===== src/rtl/muldiv_unit.sv =====
// ---------------------------------------------------------------------------
// muldiv_unit
//   Multi-cycle multiply/divide engine holding the architectural HI/LO
//   registers of the MIPS datapath. MULT/MULTU use shift-add and DIV/DIVU use
//   restoring division, one bit per cycle, on operand magnitudes. A final FIX
//   cycle applies the sign correction and writes HI/LO. MTHI/MTLO write HI/LO
//   directly from 'a' while the unit is idle.
//
// Ports
//   clk          clock, rising edge
//   rst          synchronous active-high reset
//   start        issue strobe for op/a/b, sampled only while idle
//   op[2:0]      000 none, 001 MULT, 010 MULTU, 011 DIV, 100 DIVU,
//                101 MTHI, 110 MTLO, 111 reserved (ignored)
//   a, b         rs / rt operands
//   flush        cancels an in-flight op and drops a same-cycle start
//   busy         iterative op in progress (CALC or FIX)
//   done         one-cycle pulse after HI/LO were written by an iterative op
//   div_by_zero  valid with done; the finished DIV/DIVU had b == 0
//   hi, lo       HI / LO registers
//
// Configuration
//   MULDIV_FAST_MUL_EN : when defined, MULT/MULTU go straight from IDLE to
//   FIX and use a single-cycle WIDTHxWIDTH multiplier. Default build keeps all
//   four ops iterative and contains no hardware multiplier.
// ---------------------------------------------------------------------------
module muldiv_unit #(
  parameter int WIDTH = 32
) (
  input  logic             clk,
  input  logic             rst,
  input  logic             start,
  input  logic [2:0]       op,
  input  logic [WIDTH-1:0] a,
  input  logic [WIDTH-1:0] b,
  input  logic             flush,
  output logic             busy,
  output logic             done,
  output logic             div_by_zero,
  output logic [WIDTH-1:0] hi,
  output logic [WIDTH-1:0] lo
);

  localparam logic [2:0] OP_MULT  = 3'b001;
  localparam logic [2:0] OP_MULTU = 3'b010;
  localparam logic [2:0] OP_DIV   = 3'b011;
  localparam logic [2:0] OP_DIVU  = 3'b100;
  localparam logic [2:0] OP_MTHI  = 3'b101;
  localparam logic [2:0] OP_MTLO  = 3'b110;

  localparam int CNT_W = (WIDTH > 1) ? $clog2(WIDTH) : 1;
  localparam logic [CNT_W-1:0] CNT_LAST = CNT_W'(WIDTH - 1);

  typedef enum logic [1:0] {
    S_IDLE = 2'd0,
    S_CALC = 2'd1,
    S_FIX  = 2'd2
  } state_t;

  state_t state, state_nxt;

  // Magnitude of a two's complement value; the most negative value maps to
  // itself, which is the correct magnitude when read as unsigned.
  function automatic logic [WIDTH-1:0] mag_w(input logic signed [WIDTH-1:0] x);
    logic [WIDTH-1:0] r;
    r = x[WIDTH-1] ? $unsigned(-x) : $unsigned(x);
    return r;
  endfunction

  function automatic logic [WIDTH-1:0] neg_if_w(input logic [WIDTH-1:0] x,
                                                 input logic             neg);
    return neg ? (~x + 1'b1) : x;
  endfunction

  function automatic logic [2*WIDTH-1:0] neg_if_2w(input logic [2*WIDTH-1:0] x,
                                                    input logic               neg);
    return neg ? (~x + 1'b1) : x;
  endfunction

  // Issue decode
  logic op_mul, op_div, op_iter, op_signed;
  logic accept, issue;

  always_comb begin
    op_mul    = (op == OP_MULT) || (op == OP_MULTU);
    op_div    = (op == OP_DIV)  || (op == OP_DIVU);
    op_iter   = op_mul || op_div;
    op_signed = (op == OP_MULT) || (op == OP_DIV);
    accept    = (state == S_IDLE) && start && !flush;
    issue     = accept && op_iter;
  end

  // Operand / iteration registers. acc_hi:acc_lo is the product register for
  // multiply and the remainder:quotient register for divide. opnd holds the
  // multiplicand or divisor magnitude.
  logic [CNT_W-1:0] cnt;
  logic [WIDTH-1:0] acc_hi, acc_lo, opnd, a_raw;
  logic             mul_q, b_zero, neg_q, neg_r;

  // Per-iteration datapath
  logic [WIDTH:0]   add_sum, rem_shift, trial;
  logic             q_bit;
  logic [WIDTH-1:0] iter_hi, iter_lo;

  always_comb begin
    add_sum   = {1'b0, acc_hi} + (acc_lo[0] ? {1'b0, opnd} : '0);
    rem_shift = {acc_hi, acc_lo[WIDTH-1]};
    trial     = rem_shift - {1'b0, opnd};
    // No borrow out of the trial subtraction means the divisor fits.
    q_bit     = ~trial[WIDTH];
    if (mul_q) begin
      iter_hi = add_sum[WIDTH:1];
      iter_lo = {add_sum[0], acc_lo[WIDTH-1:1]};
    end else begin
      iter_hi = q_bit ? trial[WIDTH-1:0] : rem_shift[WIDTH-1:0];
      iter_lo = {acc_lo[WIDTH-2:0], q_bit};
    end
  end

  // Result / sign-correction datapath used in FIX
  logic [2*WIDTH-1:0] prod_mag, prod_res;
  logic [WIDTH-1:0]   quo_res, rem_res, res_hi, res_lo;

  always_comb begin
`ifdef MULDIV_FAST_MUL_EN
    prod_mag = (2*WIDTH)'(opnd) * (2*WIDTH)'(acc_lo);
`else
    prod_mag = {acc_hi, acc_lo};
`endif
    prod_res = neg_if_2w(prod_mag, neg_q);
    // Division by zero still runs the full schedule; the result is forced here.
    quo_res  = b_zero ? '1    : neg_if_w(acc_lo, neg_q);
    rem_res  = b_zero ? a_raw : neg_if_w(acc_hi, neg_r);
    if (mul_q) begin
      res_hi = prod_res[2*WIDTH-1:WIDTH];
      res_lo = prod_res[WIDTH-1:0];
    end else begin
      res_hi = rem_res;
      res_lo = quo_res;
    end
  end

  // State register
  always_ff @(posedge clk) begin
    if (rst) state <= S_IDLE;
    else     state <= state_nxt;
  end

  // Next-state logic
  always_comb begin
    state_nxt = state;
    case (state)
      S_IDLE: begin
        if (issue) begin
`ifdef MULDIV_FAST_MUL_EN
          state_nxt = op_mul ? S_FIX : S_CALC;
`else
          state_nxt = S_CALC;
`endif
        end
      end
      S_CALC: begin
        if (flush)                 state_nxt = S_IDLE;
        else if (cnt == CNT_LAST)  state_nxt = S_FIX;
      end
      S_FIX:   state_nxt = S_IDLE;
      default: state_nxt = S_IDLE;
    endcase
  end

  // Output / control decode
  logic fix_commit;

  always_comb begin
    busy       = (state != S_IDLE);
    fix_commit = (state == S_FIX) && !flush;
  end

  // Iteration counter
  always_ff @(posedge clk) begin
    if (rst)                   cnt <= '0;
    else if (issue)            cnt <= '0;
    else if (state == S_CALC)  cnt <= cnt + 1'b1;
  end

  // Stage boundary: operand capture on issue, one iteration per CALC cycle
  always_ff @(posedge clk) begin
    if (issue) begin
      mul_q  <= op_mul;
      a_raw  <= a;
      b_zero <= (b == '0);
      neg_q  <= op_signed && (a[WIDTH-1] ^ b[WIDTH-1]);
      neg_r  <= op_signed && a[WIDTH-1];
      acc_hi <= '0;
      if (op_mul) begin
        opnd   <= op_signed ? mag_w($signed(a)) : a;
        acc_lo <= op_signed ? mag_w($signed(b)) : b;
      end else begin
        opnd   <= op_signed ? mag_w($signed(b)) : b;
        acc_lo <= op_signed ? mag_w($signed(a)) : a;
      end
    end else if (state == S_CALC) begin
      acc_hi <= iter_hi;
      acc_lo <= iter_lo;
    end
  end

  // Stage boundary: architectural HI/LO write and completion pulse
  always_ff @(posedge clk) begin
    if (rst) begin
      hi          <= '0;
      lo          <= '0;
      done        <= 1'b0;
      div_by_zero <= 1'b0;
    end else begin
      done        <= fix_commit;
      div_by_zero <= fix_commit && !mul_q && b_zero;
      if (fix_commit) begin
        hi <= res_hi;
        lo <= res_lo;
      end else if (accept && (op == OP_MTHI)) begin
        hi <= a;
      end else if (accept && (op == OP_MTLO)) begin
        lo <= a;
      end
    end
  end

endmodule


===== config.mk =====
export PLATFORM = sky130hd
export DESIGN_NAME = muldiv_unit
export DESIGN_NICKNAME = d
export VERILOG_FILES = /design/src/rtl/muldiv_unit.sv
export SDC_FILE = /design/constraint.sdc
export NUM_CORES = 1
export LEC_CHECK = 0
export BUFFER_PORTS_ARGS = -buffer_cell sky130_fd_sc_hd__buf_4
export CAP_MARGIN = 5
export CORE_UTILIZATION = 30
export CTS_CLUSTER_SIZE = 8
export DETAILED_ROUTE_END_ITERATION = 10
export SLEW_MARGIN = 20
export SYNTH_ARGS = -nofsm -noshare
export SYNTH_HDL_FRONTEND = slang
export SYNTH_SLANG_ARGS = --single-unit

===== constraint.sdc =====
create_clock -name clk -period 11.2 [get_ports clk]
set_input_delay 0.56 -clock clk [delete_from_list [all_inputs] [get_ports clk]]
set_output_delay 0.56 -clock clk [all_outputs]
set_load 0.02 [all_outputs]

==> impl_metrics.yaml <==
timing:
  fin_crit_sh_pct: 42.7
  rsz0062_at_grt: "false"
  worstMarginPinSlew_ns: 1.01
  max_freq_ghz: 0.209
  hold_viol: 0
  fin_tns_setup_ns: 0
  clock_skew_ns: 0.0253
  setup_violations: 0
  finalMaxSlewViolations: 0
  period_needed_ns: 4.79
  maxSlewHeadroom_pct: 31.8
floorplanning:
  die_w_um: 236
  die_area_sq_um: 55700
  rows: 85
  io_pins: 138
  start_util_pct: 30.5
  die_height_um: 236
  design.core.area_sq_um: 53900
setup_path:
  path_class: "reg -> reg"
  crit_end: "acc_hi[20]"
  reg2reg_to: "acc_hi[20]"
  cp.arrival_ns: 5.26
  cp-end-kind: "flop"
  crit_required_ns: 11.67
  timing.rr.start: "acc_lo[0]"
  cp-start-kind: "flop"
  worstPathMaxFanout: 32
  rrSetupSlack_ns: 6.41
  r2r_cells: 12
  startpoint: "acc_lo[0]"
logic_synthesis:
  syn_nets: 2163
  yosys_warnings: 0
  synth_ff_type: "dfxtp_1"
  syn_area_sq_um: 16400
  synth-async-reset-ratio_pct: 0
  synth-seq-cells: 205
  synth_edf_count: 100
  synthDistinctLibCells: 78
  syn_avg_cell_area_sq_um: 8.13
  seq_area_frac_synth_pct: 31.1
  syn_inst: 2020
pwr:
  vdd_ir_drop_max_mv: 0.119
  leakage_nw: 7.57
  powerDensity_nw_per_um2: 173
  finalPower_mw: 3.27
layout:
  syn_to_final_growth_pct: 14.8
  finalCoreUtilization_pct: 35.0
  final_cell_mix: "a21oi_1, nor2_1, nand2_1"
  final_common_cell: "a21oi_1"
  drive_gt1_share_pct: 11.7
  nFillCells: 5509
  nets: 2227
cts:
  h-tree-depth: 1
  postCtsResizedCells: 0
  cts_buffers: 30
  cts_tree: "done"
  clkSinkCount: 205
  cts_root_buf: "clkbuf_16"
  cts_setup_buffers: 0
  cts_buffer_depth: 3
  cts_hold_buf: 0
  clk_latency_ns: 0.58
  clk_pin_slew_worst_paths_ns: 0.06
routing:
  ant_nets: 0
  via_per_inst: 5.80
  wl_per_cell_um: 22.5
  vias: 16247
  drt_drc_violations_left: 0
  first_pass_iters: 6
  drtIter0Drc: 1626
  drt-total-wl_um: 63100
global_route:
  grt-ovfl-total: 0
  grt_pass1_vias: 15583
  grt_usage_pct: 21.9
  grt_max_degree: 65
  grt_pass1_wl_um: 95200
  antenna_found_initial: 4
min_path:
  hold_class: "in -> reg"
placed_design:
  dp_hpwl_um: 47500
  port_buffers: 137
  gp_congestion: 0.949
run:
  maxCapViolCount: 0
run_status:
  status: "finished clean"
worst min path at each step:
stage                 from       end  slack (ns)  cells after the start
CTS                  flush  state[1]        0.18                      2
detailed placement  cnt[4]    cnt[4]        0.46                      2
finish               flush  state[1]        0.19                      2
global route         flush  state[1]        0.18                      2
global placement    cnt[4]    cnt[4]        0.45                      2
floorplan           cnt[4]    cnt[4]        0.44                      2
state kept, by name (all words and copies together), names as in the netlist, 2 cells and up:
register,flops
lo,32
cnt,5
opnd,32
hi,32
state,2
acc_hi,32
a_raw,32
acc_lo,32
routing by layer:
layer  GRT usage (%)  routed length, um  vias up
li1                -                  -     7529
met1            29.4              27200     7910
met2            36.1              29200      670
met3            2.88               4490      138
met4            7.11               2300        0
met5               0                  0        -
cell type report:
cell class	instances	area (sq um)	share of cell area, %
sequential	205	5100	27.1
clock inverter	1	6.26	0.0332
antenna	2	5.00	0.0266
tap	696	871	4.62
multi-input combinational	1618	10500	55.9
clock buffer	51	871	4.62
inverter	71	267	1.41
timing repair buffer	158	1190	6.29
through the flow:
step / setup slack, ns / instances / area, sq um / hold WS (ns)
floorplan: 6.87 / 2020 / 16400 / 0.441
global placement: 6.76 / 2748 / 18000 / 0.446
detailed placement: 6.67 / 2748 / 18000 / 0.456
CTS: 6.64 / 2800 / 18800 / 0.181
global route: 6.10 / 2800 / 18800 / 0.185
finish: 6.41 / 2802 / 18800 / 0.186
cells in the mapped netlist (20+ instances only):
cell	count	area, sq um
a21oi_1	219	1100
edfxtp_1	100	3000
o21ai_0	121	606
o31ai_1	30	225
nor2_1	213	800
or3_1	22	138
mux2_2	21	236
nand3_1	26	130
xnor2_1	96	841
ha_1	70	876
nor3_1	33	165
inv_1	70	263
mux2i_1	105	1050
dfxtp_1	105	2100
a21o_1	35	263
a211oi_1	67	503
o221ai_1	20	175
xor2_1	69	604
nand2_1	200	751
clkbuf_1	104	390
logic make-up (layout without fill, tap and decap cells):
family	count (synthesis)	count (layout)	synth area share, %
AO/OA/AOI/OAI	630	630	24.2
XOR/XNOR	165	165	8.80
adder cells (fa/ha/maj)	72	72	5.58
buffers and inverters	197	281	4.91
flip-flops	205	205	31.1
multiplexers	126	126	7.84
other	0	2	0
AND/OR/NAND/NOR	625	625	17.6
where the power goes:
part           internal (mW)  switching, mW  total [mW]  leakage [nW]
combinational          0.542          0.815        1.36          5.37
clock                  0.519          0.355       0.873         0.422
sequential             0.862          0.175        1.04          1.78
total                   1.92           1.34        3.27          7.57
critical path, stage by stage, from the launching register on:
cell and delay, ns:
edfxtp_1 0.45, clkinv_1 0.78, nor2_1 0.49, ha_1 0.32, a211oi_1 0.30, o21a_1 0.24, nor4_1 0.08, o311ai_0 0.86
a21oi_1 0.26, a21boi_0 0.45, xor2_1 0.18, mux2i_1 0.08, a22o_1 0.20
No activity file was read; power rests on OpenSTA's default activity.
